**src/rtl/uart_tx_engine.sv**
```systemverilog
// UART transmit engine: pops bytes from the TX FIFO and serialises each one onto
// uart_txd as start + 8 data bits (LSB first) + optional parity + 1 or 2 stop bits.
module uart_tx_engine #(
    parameter int unsigned MIN_DIV   = 4,
    parameter int unsigned DIV_WIDTH = 16
) (
    input  logic                 clk,
    input  logic                 rst,
    input  logic [7:0]           tx_data,
    input  logic                 tx_valid,
    output logic                 tx_ready,
    input  logic                 enable,
    input  logic [DIV_WIDTH-1:0] baud_div,
    input  logic                 parity_en,
    input  logic                 parity_odd,
    input  logic                 two_stop,
    output logic                 uart_txd,
    output logic                 busy,
    output logic                 byte_done
);

    localparam int unsigned BIT_W = 3;
    localparam logic [DIV_WIDTH-1:0] MIN_DIV_W = DIV_WIDTH'(MIN_DIV);
    localparam logic [DIV_WIDTH-1:0] ONE_W     = DIV_WIDTH'(1);
    localparam logic [BIT_W-1:0]     LAST_BIT  = BIT_W'(7);

    typedef enum logic [2:0] {
        S_IDLE,
        S_LOAD,
        S_START,
        S_DATA,
        S_PARITY,
        S_STOP
    } state_e;

    state_e               state_q;
    logic [7:0]           shift_q;
    logic [DIV_WIDTH-1:0] div_q;
    logic [DIV_WIDTH-1:0] cnt_q;
    logic [BIT_W-1:0]     bit_q;
    logic                 par_en_q;
    logic                 par_bit_q;
    logic                 two_stop_q;
    logic                 txd_q;
    logic                 busy_q;
    logic                 done_q;

    logic [DIV_WIDTH-1:0] div_d;
    logic                 par_d;
    logic                 bit_end_c;

    // Frame configuration captured in LOAD; divisor clamped so a bit is never shorter than MIN_DIV.
    assign div_d     = (baud_div < MIN_DIV_W) ? MIN_DIV_W : baud_div;
    assign par_d     = (^tx_data) ^ parity_odd;
    assign bit_end_c = (cnt_q == '0);

    // Pop strobe leaves IDLE on the same edge, so it is high for one cycle per frame.
    assign tx_ready  = (state_q == S_IDLE) && enable && tx_valid && !rst;

    assign uart_txd  = txd_q;
    assign busy      = busy_q;
    assign byte_done = done_q;

    always_ff @(posedge clk) begin
        if (rst) begin
            state_q    <= S_IDLE;
            shift_q    <= '0;
            div_q      <= '0;
            cnt_q      <= '0;
            bit_q      <= '0;
            par_en_q   <= 1'b0;
            par_bit_q  <= 1'b0;
            two_stop_q <= 1'b0;
            txd_q      <= 1'b1;
            busy_q     <= 1'b0;
            done_q     <= 1'b0;
        end else begin
            done_q <= 1'b0;
            case (state_q)
                S_IDLE: begin
                    txd_q <= 1'b1;
                    if (tx_ready) begin
                        state_q <= S_LOAD;
                        busy_q  <= 1'b1;
                    end
                end
                S_LOAD: begin
                    shift_q    <= tx_data;
                    div_q      <= div_d;
                    par_en_q   <= parity_en;
                    par_bit_q  <= par_d;
                    two_stop_q <= two_stop;
                    cnt_q      <= div_d - ONE_W;
                    bit_q      <= '0;
                    txd_q      <= 1'b0;
                    state_q    <= S_START;
                end
                S_START: begin
                    if (bit_end_c) begin
                        cnt_q   <= div_q - ONE_W;
                        txd_q   <= shift_q[0];
                        shift_q <= {1'b0, shift_q[7:1]};
                        state_q <= S_DATA;
                    end else begin
                        cnt_q <= cnt_q - ONE_W;
                    end
                end
                S_DATA: begin
                    if (bit_end_c) begin
                        cnt_q <= div_q - ONE_W;
                        if (bit_q == LAST_BIT) begin
                            bit_q <= '0;
                            if (par_en_q) begin
                                txd_q   <= par_bit_q;
                                state_q <= S_PARITY;
                            end else begin
                                txd_q   <= 1'b1;
                                state_q <= S_STOP;
                            end
                        end else begin
                            txd_q   <= shift_q[0];
                            shift_q <= {1'b0, shift_q[7:1]};
                            bit_q   <= bit_q + BIT_W'(1);
                        end
                    end else begin
                        cnt_q <= cnt_q - ONE_W;
                    end
                end
                S_PARITY: begin
                    if (bit_end_c) begin
                        cnt_q   <= div_q - ONE_W;
                        bit_q   <= '0;
                        txd_q   <= 1'b1;
                        state_q <= S_STOP;
                    end else begin
                        cnt_q <= cnt_q - ONE_W;
                    end
                end
                S_STOP: begin
                    txd_q <= 1'b1;
                    if (bit_end_c) begin
                        // bit_q marks whether the second stop bit is already running
                        if (two_stop_q && (bit_q == '0)) begin
                            bit_q <= BIT_W'(1);
                            cnt_q <= div_q - ONE_W;
                        end else begin
                            bit_q   <= '0;
                            busy_q  <= 1'b0;
                            done_q  <= 1'b1;
                            state_q <= S_IDLE;
                        end
                    end else begin
                        cnt_q <= cnt_q - ONE_W;
                    end
                end
                default: begin
                    state_q <= S_IDLE;
                    txd_q   <= 1'b1;
                    busy_q  <= 1'b0;
                end
            endcase
        end
    end

endmodule

```
**config.mk**
```make
export PLATFORM = sky130hd
export DESIGN_NAME = uart_tx_engine
export DESIGN_NICKNAME = d
export VERILOG_FILES = /design/src/rtl/uart_tx_engine.sv
export SDC_FILE = /design/constraint.sdc
export NUM_CORES = 1
export LEC_CHECK = 0
export BUFFER_PORTS_ARGS = -buffer_cell sky130_fd_sc_hd__buf_2
export CORE_ASPECT_RATIO = 0.9
export CORE_UTILIZATION = 63
export CTS_CLUSTER_DIAMETER = 50
export DETAILED_ROUTE_END_ITERATION = 8
export PLACE_DENSITY = 0.85
export SLEW_MARGIN = 20
export SYNTH_ARGS = -nofsm -noshare
export SYNTH_HDL_FRONTEND = slang
export SYNTH_SLANG_ARGS = --single-unit
```
**constraint.sdc**
```tcl
create_clock -name clk -period 6.55 [get_ports clk]
set_input_delay 0.3275 -clock clk [delete_from_list [all_inputs] [get_ports clk]]
set_output_delay 0.3275 -clock clk [all_outputs]
set_load 0.05 [all_outputs]
```
=== Yosys cells after proc, flatten, opt, wreduce, memory -nomap -nowiden ===
Index checks and enable logic that the tools add are counted.

* Register bits: 52
* Output and inout bits: 4
* Logic and storage cells: 91
* Input port bits: 31

* Equality and inequality tests: 15
* Bitwise gates (word level): 4
* Order comparisons: 1
* Add/sub/neg operators: 4
* Reductions and logical operators: 21
* Mux-type cells: 35

{| class="wikitable"
|+ Operator list
! cell !! number
|-
| two-way mux 16 bit || 4
|-
| case mux 16 bit (3 select lines) || 1
|-
| subtractor 16 x 1 -> 16 bit (second input constant) || 3
|-
| two-way mux 3 bit || 11
|-
| two-way mux 8 bit || 3
|-
| case mux 8 bit (3 select lines) || 1
|-
| case mux 3 bit (6 select lines) || 1
|-
| logical NOT 16 bit || 1
|-
| < comparator 16 x 3 -> 1 bit (second input constant) || 1
|-
| inequality test 2 bit (second input constant) || 8
|-
| case mux 3 bit (4 select lines) || 1
|-
| AND reduction 4 bit || 3
|-
| two-way mux 1 bit || 11
|-
| == test 3 bit (second input constant) || 3
|-
| parity 8 bit || 1
|-
| AND reduction 7 bit || 1
|-
| == test 3 x 2 -> 1 bit (second input constant) || 2
|-
| logical NOT 3 bit || 2
|-
| nonzero test 3 bit || 2
|-
| OR reduction 3 bit || 2
|-
| logical AND 1 bit || 4
|-
| case mux 1 bit (4 select lines) || 1
|-
| nonzero test 4 bit || 1
|-
| OR reduction 4 bit || 1
|-
| other kinds (9) || 11
|}

=== Logic depth before layout (Yosys ltp) ===
Gate-level depths: netlist of run 1.

* Word-level depth: 6
* Depth in mapped cells: 12

=== Worst setup path before layout of run 1 ===
No wires, ideal clock.

* Kind: register to register
* Start point: register state_q[2]
* End point: register cnt_q[13]
* Slack: 3.642 ns
* Setup time: 0.091 ns
* Path buffers: 1
* Data arrival time: 2.817 ns
* Cell stages (with the launch flop): 10
* Cell sequence: dfxtp_1 -> inv_1 -> ha_1 -> buf_2 -> mux2_2 -> a31o_2 -> or3_1 -> or3_1 -> or3b_1 -> a311oi_1

* Cells in the longest elaborated chain, start to end: 4

{| class="wikitable"
|+ Ends and longest elaborated chain
! what !! line !! RTL
|-
| from (decl) || 36 || <nowiki>state_e state_q;</nowiki>
|-
| from (signal assigned) || 66 || <nowiki>state_q <= S_IDLE;</nowiki>
|-
| from (signal assigned) || 83 || <nowiki>state_q <= S_LOAD;</nowiki>
|-
| from (signal assigned) || 96 || <nowiki>state_q <= S_START;</nowiki>
|-
| == test 3 bit / == test 3 x 2 -> 1 bit (equally long branches) || 79 || <nowiki>case (state_q)</nowiki>
|-
| OR reduction 3 bit (no line) || n/a ||
|-
| nonzero test 3 bit (no line) || n/a ||
|-
| AND reduction 2 bit (no line) || n/a ||
|-
| to (signal assigned) || 93 || <nowiki>cnt_q <= div_d - ONE_W;</nowiki>
|-
| to (signal assigned) || 100 || <nowiki>cnt_q <= div_q - ONE_W;</nowiki>
|-
| to (signal assigned) || 105 || <nowiki>cnt_q <= cnt_q - ONE_W;</nowiki>
|-
| to (decl) || 39 || <nowiki>logic [DIV_WIDTH-1:0] cnt_q;</nowiki>
|}

Several ways; a longest one is shown, not always the timed one.
A chain may end at the register's enable or synchronous reset.

=== Final worst setup path of run 1 ===
* Start point: register state_q[2]
* End point: register cnt_q[12]

Same word-level chain as after synthesis.

==> results of run 1 <==
metrics by stage:
step                instance area (um^2)  util (%)  instances
floorplan                           2959         -        376
global placement                    3152     70.21        452
detailed placement                  3152     70.21        452
CTS                                 3311     73.75        460
global route                        3311     73.75        460
finish                              3311     73.75        460
metal layers:
| metal | vias up | share of wire, % | track usage [%] |
|---|---|---|---|
| met4 | 0 | 1.4 | 10.85 |
| met2 | 132 | 46 | 50.00 |
| met1 | 1353 | 45 | 43.67 |
| met5 | - | 0 | 0 |
| li1 | 1416 | - | - |
| met3 | 13 | 7.5 | 5.446 |
registers in the layout (all words and copies together) (netlist names):
| register | flops |
|---|---|
| div_q | 16 |
| par_bit_q | 1 |
| two_stop_q | 1 |
| cnt_q | 16 |
| bit_q | 3 |
| state_q | 3 |
| busy | 1 |
| uart_txd | 1 |
| byte_done | 1 |
| par_en_q | 1 |
| shift_q | 8 |
layout make-up:
cell class,instances,area (um^2),share of cell area (%)
Clock buffer,5,68.82,2.079
Clock inverter,3,90.09,2.721
Inverter,7,26.28,0.7936
Multi-Input combinational cell,293,1807,54.57
Sequential cell,52,1041,31.44
Tap cell,62,77.57,2.343
Timing Repair Buffer,38,200.2,6.047
final timing paths:
path                                         startpoint                       to  slack [ps]  cells past startpoint
worst max-delay path            state_q[2]$_SDFFE_PP0P_   cnt_q[12]$_SDFFE_PP0P_        2780                     10
worst min-delay path                           two_stop  two_stop_q$_SDFFE_PP0P_         250                      3
worst max register to register  state_q[2]$_SDFFE_PP0P_   cnt_q[12]$_SDFFE_PP0P_        2780                     10
worst min register to register    div_q[7]$_SDFFE_PP0P_    div_q[7]$_SDFFE_PP0P_         460                      2
synthesized netlist by cell type, drive strengths merged, types with 2 or more instances:
library cell  instances
nand3b                3
nand2b                3
a211oi               20
ha                    5
a21oi                31
o31ai                 5
nor4                  9
buf                   6
dfxtp                52
a21o                  2
a311oi                6
clkbuf               18
a22oi                 2
nor2b                 3
mux2i                14
inv                   7
nor3                  5
o22ai                 2
nand4                 4
a211o                 5
or3b                  2
or3                   7
nand2                53
a31oi                 3
xnor2                 8
nand3                 4
o21ai                22
a31o                  4
mux2                  4
o221ai                2
or4                   2
nor2                 43
xor2                  8
o32a                  2
logic make-up after synthesis:
kind of cell | Yosys count | synth area share, %
AOI/OAI and AO/OA | 110 | 24.52
muxes | 18 | 6.258
and+or+nand+nor | 144 | 23.04
adders and majority gates | 5 | 2.114
DFF | 52 | 35.18
buffers and inverters | 31 | 4.144
xor gates and xnor gates | 16 | 4.736
critical path, delay by kind of cell (launching register included):
family	cells	cell delay, ps
AO/OA/AOI/OAI	4	1070
adder cells (fa/ha/maj)	1	330
buffers and inverters	2	520
flip-flops	1	670
AND/OR/NAND/NOR	3	1080
power by group:
part | leakage (nW) | internal, mW | switching (mW)
Sequential | 0.427 | 0.430 | 0.105
Clock | 0.0784 | 0.191 | 0.109
Combinational | 0.720 | 0.286 | 0.456
Total | 1.23 | 0.907 | 0.670
==> qor.txt, run 1 <==
synthesized cell area -> 2959 um^2
global-route wire length before repair -> 12.04 mm
drt total wl -> 7.368 mm
grt ovf -> 0
Chip Height -> 67.02 um
per-cell routed wire length -> 16.02 um
htree depth -> 2
syn_nets -> 412
DRT Pass-1 Iters -> 5
Peak Freq -> 0.2651 GHz
Yosys Warn Count -> 0
largest net degree at the start of global routing -> 54
Period minus WS final -> 3771 ps
P&R area growth vs syn -> 11.88%
core box area -> 4489 um^2
die width -> 74.24 um
Critical Path RT -> 6770 ps
quantity of I/O buffers inserted on ports -> 34
ANT nets after route -> 0
Post-synth EDFFs -> 0
Tcrit/Tclk final -> 57.58%
Clock transition at path regs -> 100 ps
starting density of the core -> 65.91%
leak pwr -> 1.226 nW
# fillers -> 365
Seq cells post-synth -> 52
Yosys cell types -> 47
vias in the first global route -> 2535
critical path capture point type -> flop
post-route setup TNS -> 0 ps
RSZ-0062 raised after global routing -> false
standard-cell row count -> 23
share of the synthesized area in the top cell type -> 35.18%
Syn Inst Count -> 376
Post-Syn Area per Cell -> 7.870 um^2
Final Hold Viols -> 0
nets -> 433
IR drop worst, VDD -> 0.0002599 V
Crit Path Category -> flop to flop
CP max FO -> 29
CP max-delay cell -> dfxtp_1
CTS Buf Count -> 5
Ant. Diodes -> 0
pwr dens -> 476.3 nW/um^2
worst-margin pin slew -> 953.5 ps
most frequent cells in the layout -> 53 x nand2_1, 52 x dfxtp_1, 43 x nor2_1
Synth area leader -> dfxtp_1
# DRC -> 0
die area -> 4975 um^2
commonest non-fill, non-tap cell in the layout -> nand2_1
Main synth FF type -> dfxtp_1
CTS Hold Bufs -> 0
CTS tree -> yes
worst slack, placed -> 2894 ps
CP arrival -> 3990 ps
root buf cell -> clkbuf_8
Final Hold Slack -> 245.2 ps
vias per cell -> 6.335
HPWL Detailed -> 4.925 mm
overall routing resource usage -> 31.80%
Placer Congestion -> 0.9076
share of flip-flops with an asynchronous set or reset -> 0%
vias post-DR -> 2914
CTS sink cnt -> 52
post-route setup slack -> 2779 ps
worst-skew pair later-pin latency -> 310 ps
Slew Limit Headroom -> 36.43%
Post-CTS Setup Repair Bufs -> 0
layout cells sized above 1 -> 15.58%
# Max-Cap Violations -> 0
Detailed Route Iter0 Violations -> 539
Final setup viols -> 0
worst hold path type -> input port to flop
Worst setup SP type -> flop
Tot Pwr -> 1.577 mW
Largest stage delay, worst path -> 670 ps
Ports -> 35
Max Root-Sink Buffers -> 2
Final Skew -> 6.009 ps
CTS-repair resized insts -> 0
Final Max Tran Viols -> 0
antenna violations before repair -> 0
Seq/Total Area, Yosys -> 35.18%
status -> finished clean
Synth area leaders -> dfxtp_1 35%, nand2_1 6.7%, nor2_1 5.5%
crit-path cells -> inv_1 -> ha_1 -> buf_4 -> or3b_2 -> o21ai_0 -> a31oi_1 -> a2111oi_2 -> nand3_1 -> or3_1 -> a311oi_1
(Power assumes the default switching activity.)
==> run 2, diff against run 1 <==
CORE_UTILIZATION = 53   (was 63)
PLACE_DENSITY = 0.76   (was 0.85)
clock period = 3.4 ns   (was 6.55 ns; I/O delays follow)
==> qor.txt, run 2 (synthesized netlist as in run 1, its figures left out) <==
Period minus WS final -> 3189 ps (-582.9 ps)
Cells after DPL -> 463 (+2.4%)
switching share of power -> 44.34% (+1.8 points)
die area -> 5886 um^2 (+18%)
Slew Limit Headroom -> 45.20% (+8.8 points)
CTS-repair resized insts -> 0 (unchanged)
layout cells sized above 1 -> 16.83% (+1.3 points)
standard-cell row count -> 25 (+8.7%)
leak pwr -> 1.231 nW (+0.43%)
Ant. Diodes -> 0 (unchanged)
worst slack, placed -> 270.0 ps (-2624 ps)
core box area -> 5318 um^2 (+18%)
CTS tree -> yes
sw power -> 1.303 mW (+94%)
R2R setup slack -> 210 ps (-2570 ps)
status -> finished clean
Final Hold Viols -> 0 (unchanged)
Tot Pwr -> 2.938 mW (+86%)
placed cell area -> 3211 um^2 (+1.9%)
P&R area growth vs syn -> 12.26%
antenna violations before repair -> 0 (unchanged)
nets -> 439 (+1.4%)
quantity of I/O buffers inserted on ports -> 34 (unchanged)
Critical Path RT -> 3630 ps (-3140 ps)
Detailed Route Iter0 Violations -> 236 (-56%)
Clock transition at path regs -> 100 ps (about the same)
Post-CTS Setup Repair Bufs -> 0 (unchanged)
Reg2Reg Depth -> 8 (-2)
die width -> 80.76 um (+8.8%)
global-route wire length before repair -> 12.61 mm (+4.7%)
CP max FO -> 13 (-55%)
pwr dens -> 884.3 nW/um^2 (+86%)
vias in the first global route -> 2646 (+4.4%)
RR Endpoint -> cnt_q[11]$_SDFFE_PP0P_
IR drop worst, VDD -> 0.0004574 V (+76%)
critical path capture point type -> flop
CP arrival -> 3420 ps (-570 ps)
internal power -> 1.635 mW (+80%)
worst hold path type -> input port to flop
Final Max Tran Viols -> 0 (unchanged)
# DRC -> 0 (unchanged)
worst-skew pair later-pin latency -> 320 ps (about the same)
Hold Path Stages -> 3 (unchanged)
largest net degree at the start of global routing -> 53 (-1.9%)
Logic pwr share -> 50.6% (+3.5 points)
fin cells -> 471 (+2.4%)
Worst setup SP type -> flop
Chip Height -> 72.89 um (+8.8%)
Final setup viols -> 0 (unchanged)
ANT nets after route -> 0 (unchanged)
most frequent cells in the layout -> 53 x nand2_1, 52 x dfxtp_1, 43 x nor2_1
RSZ-0062 raised after global routing -> false
vias per cell -> 6.138 (-3.1%)
DRT Pass-1 Iters -> 5 (unchanged)
Final Hold Slack -> 80.29 ps (-164.9 ps)
Peak Freq -> 0.3136 GHz (+18%)
clock share of power -> 14.8% (-4.2 points)
FF-to-FF Start -> state_q[2]$_SDFFE_PP0P_
Tcrit/Tclk final -> 93.78% (+36 points)
Placer Congestion -> 0.9315 (+2.6%)
CTS sink cnt -> 52 (unchanged)
CTS Hold Bufs -> 0 (unchanged)
Crit Path Category -> flop to flop
# Max-Cap Violations -> 0 (unchanged)
WHS Endpoint -> two_stop_q$_SDFFE_PP0P_
overall routing resource usage -> 27.65% (-4.1 points)
CTS Buf Count -> 5 (unchanged)
Worst Hold Launch -> two_stop
htree depth -> 2 (unchanged)
grt ovf -> 0 (unchanged)
sequential share of power -> 34.6% (+0.7 points)
starting density of the core -> 55.65% (-10 points)
vias post-DR -> 2891 (-0.79%)
Ports -> 35 (unchanged)
Layout Cell Area excl Fill -> 3322 um^2 (+0.34%)
HPWL Detailed -> 5.347 mm (+8.6%)
post-route setup slack -> 211.4 ps (-2567 ps)
Max Root-Sink Buffers -> 2 (unchanged)
largest registers -> cnt_q x16, div_q x16, shift_q x8
drt total wl -> 7.500 mm (+1.8%)
per-cell routed wire length -> 15.92 um (-0.59%)
commonest non-fill, non-tap cell in the layout -> nand2_1
final core utilization -> 62.47% (-11 points)
post-route setup TNS -> 0 ps (unchanged)
worst-margin pin slew -> 822.0 ps (-131.5 ps)
Final Skew -> 9.000 ps (+2.991 ps)
root buf cell -> clkbuf_8
run 2: layout make-up:
cell class | instances | area (um^2)
inverter | 7 | 26.28
multi-input combinational | 293 | 1814
timing repair buffer | 44 | 245.2
tap | 67 | 83.83
clock inverter | 3 | 42.54
clock buffer | 5 | 68.82
fill | 510 | 1996
sequential | 52 | 1041
run 2: worst max-delay path, cell delays in order (launching register included):
cell,delay [ps]
dfxtp_1,340
inv_1,100
ha_1,450
buf_4,250
a211o_1,310
a222oi_1,480
nand4b_2,310
or4_1,600
a311oi_1,250
run 2: per-layer routing:
layer | routed length (um) | GRT usage [%] | up-vias
met2 | 3431 | 43.97 | 94
met3 | 407 | 3.750 | 17
met1 | 3532 | 38.43 | 1354
li1 | - | - | 1426
met4 | 128 | 9.524 | 0
met5 | 0 | 0 | -
run 2: worst max-delay path by stage:
stage                                        from                     end  slack (ps)  depth (start not counted)
after CTS                 state_q[2]$_SDFFE_PP0P_  cnt_q[11]$_SDFFE_PP0P_         240                          8
after floorplan           state_q[2]$_SDFFE_PP0P_  cnt_q[13]$_SDFFE_PP0P_         490                          9
final                     state_q[2]$_SDFFE_PP0P_  cnt_q[11]$_SDFFE_PP0P_         210                          8
after global placement    state_q[2]$_SDFFE_PP0P_  cnt_q[11]$_SDFFE_PP0P_         370                          8
after detailed placement  state_q[2]$_SDFFE_PP0P_  cnt_q[11]$_SDFFE_PP0P_         270                          8
after global routing      state_q[2]$_SDFFE_PP0P_  cnt_q[11]$_SDFFE_PP0P_          20                          8
run 2: power groups by stage:
stage / clock [mW] / sequential (mW) / combinational [mW]
floorplan: 0 / 0.992 / 1.11
finish: 0.435 / 1.02 / 1.49
CTS: 0.442 / 1.01 / 1.48
detailed placement: 0 / 1.02 / 1.47
global route: 0.467 / 1.05 / 1.65
global placement: 0 / 1.02 / 1.43
==> run 3, diff against run 2 <==
CORE_UTILIZATION = 58   (was 53)
PLACE_DENSITY = 0.79   (was 0.76)
clock period = 3.1 ns   (was 3.4 ns; I/O delays follow)
==> qor.txt, run 3 (synthesized netlist as in run 1, its figures left out) <==
post-route setup TNS -> 0 ps (unchanged)
largest registers -> cnt_q x16, div_q x16, shift_q x8
CP max FO -> 9 (-4)
HPWL Detailed -> 5.586 mm (+4.5%)
die width -> 77.29 um (-4.3%)
CTS sink cnt -> 52 (unchanged)
worst-skew pair later-pin latency -> 320 ps (about the same)
per-cell routed wire length -> 16.39 um (+2.9%)
Final Hold Slack -> 70.59 ps (-9.701 ps)
commonest non-fill, non-tap cell in the layout -> nand2_1
Period minus WS final -> 2955 ps (-233.9 ps)
metal1 wirelength -> 3.621 mm (+2.5%)
drt total wl -> 7.850 mm (+4.7%)
quantity of I/O buffers inserted on ports -> 34 (unchanged)
Final Hold Viols -> 0 (unchanged)
DRT Pass-1 Iters -> 5 (unchanged)
P&R area growth vs syn -> 14.46%
status -> finished clean
overall routing resource usage -> 30.10% (+2.4 points)
Chip Height -> 69.76 um (-4.3%)
largest net degree at the start of global routing -> 53 (unchanged)
Clock transition at path regs -> 100 ps (about the same)
vias per cell -> 6.209 (+1.2%)
Critical Path RT -> 3330 ps (-300 ps)
nets -> 449 (+2.3%)
leak pwr -> 1.272 nW (+3.4%)
root buf cell -> clkbuf_8
Crit Path Category -> flop to flop
Peak Freq -> 0.3384 GHz (+7.9%)
Detailed Route Iter0 Violations -> 273 (+16%)
grt ovf -> 0 (unchanged)
RSZ-0062 raised after global routing -> false
global-route wire length before repair -> 12.98 mm (+3.0%)
ANT nets after route -> 0 (unchanged)
worst slack, placed -> 122.3 ps (-147.7 ps)
Ant. Diodes -> 0 (unchanged)
pwr dens -> 961.6 nW/um^2 (+8.7%)
layout cells sized above 1 -> 19.32% (+2.5 points)
starting density of the core -> 60.83% (+5.2 points)
IR drop worst, VDD -> 0.0005028 V (+9.9%)
Final Max Tran Viols -> 0 (unchanged)
Max Root-Sink Buffers -> 2 (unchanged)
CTS Buf Count -> 5 (unchanged)
top sig layer -> met5
Ports -> 35 (unchanged)
most frequent cells in the layout -> 53 x nand2_1, 52 x dfxtp_1, 43 x nor2_1
Final setup viols -> 0 (unchanged)
Worst setup SP type -> flop
CTS tree -> yes
core box area -> 4865 um^2 (-8.5%)
Slew Limit Headroom -> 49.12% (+3.9 points)
Hold Path Stages -> 3 (unchanged)
vias post-DR -> 2974 (+2.9%)
post-route setup slack -> 145.2 ps (-66.14 ps)
# Max-Cap Violations -> 0 (unchanged)
CP arrival -> 3190 ps (-230 ps)
worst hold path type -> input port to flop
die area -> 5392 um^2 (-8.4%)
worst-margin pin slew -> 759.0 ps (-62.95 ps)
WL met3 -> 508 um (+25%)
Detail Route met2 WL -> 3.597 mm (+4.8%)
vias in the first global route -> 2765 (+4.5%)
antenna violations before repair -> 0 (unchanged)
standard-cell row count -> 24 (-4.0%)
Tcrit/Tclk final -> 95.31% (+1.5 points)
# DRC -> 0 (unchanged)
Reg2Reg Depth -> 8 (unchanged)
Placer Congestion -> 0.9323 (about the same)
Final Skew -> 8.851 ps (-0.1489 ps)
critical path capture point type -> flop
htree depth -> 2 (unchanged)
[run 3: cell types whose count changed in the layout (fill, tap and decap cells not counted), sizes merged]
cell / delta
clkinv: +1
bufinv: -1
inv: +1
clkinvlp: -1
buf: +10
[run 3: repair_timing]
action / CTS / global route
buffers inserted: 0 / 2
resized for setup: 0 / 3
hold buffers: 0 / 0
setup endpoints to repair: 0 / 4
[run 3: final cells by class]
type,count,area [um^2]
multi-input cells,293,1827
repair buffers,54,320.3
clock buffers,5,68.82
inverters,7,26.28
fillers,438,1478
flip-flops and latches,52,1041
clock inverters,3,22.52
well taps,65,81.33
[run 3: critical path, cell delays in order, from the launching register on]
cell and delay, ps:
dfxtp_1 360, inv_1 70, ha_2 430, mux2_2 350, a31o_2 230, or3_1 460, or3_1 360, or3b_1 370
a311oi_1 240
[run 3: path summary, 6_finish.rpt]
check,slack (ps),startpoint,endpoint
max,150,state_q[2]$_SDFFE_PP0P_,cnt_q[13]$_SDFFE_PP0P_
min,70,parity_en,par_en_q$_SDFFE_PP0P_
min reg2reg,460,par_en_q$_SDFFE_PP0P_,par_en_q$_SDFFE_PP0P_
max reg2reg,150,state_q[2]$_SDFFE_PP0P_,cnt_q[13]$_SDFFE_PP0P_
[run 3: through the flow]
| step | instances | power (mW) | utilization [%] | area (um^2) |
|---|---|---|---|---|
| floorplan | 376 | 2.307 | - | 2959 |
| global placement | 469 | 2.733 | 67.03 | 3261 |
| detailed placement | 469 | 2.792 | 67.03 | 3261 |
| CTS | 477 | 3.200 | 68.90 | 3352 |
| global route | 479 | 3.484 | 69.62 | 3387 |
| finish | 479 | 3.257 | 69.62 | 3387 |
[run 3: routing by layer]
layer	global-route usage, %	vias to the layer above
li1	-	1448
met1	40.44	1398
met2	48.87	112
met3	5.921	14
met4	8.595	2
met5	0	-
[run 3: power by group]
| group | internal (mW) | switching, mW |
|---|---|---|
| Clock | 0.162 | 0.244 |
| Combinational | 0.698 | 1.04 |
| Sequential | 0.908 | 0.205 |
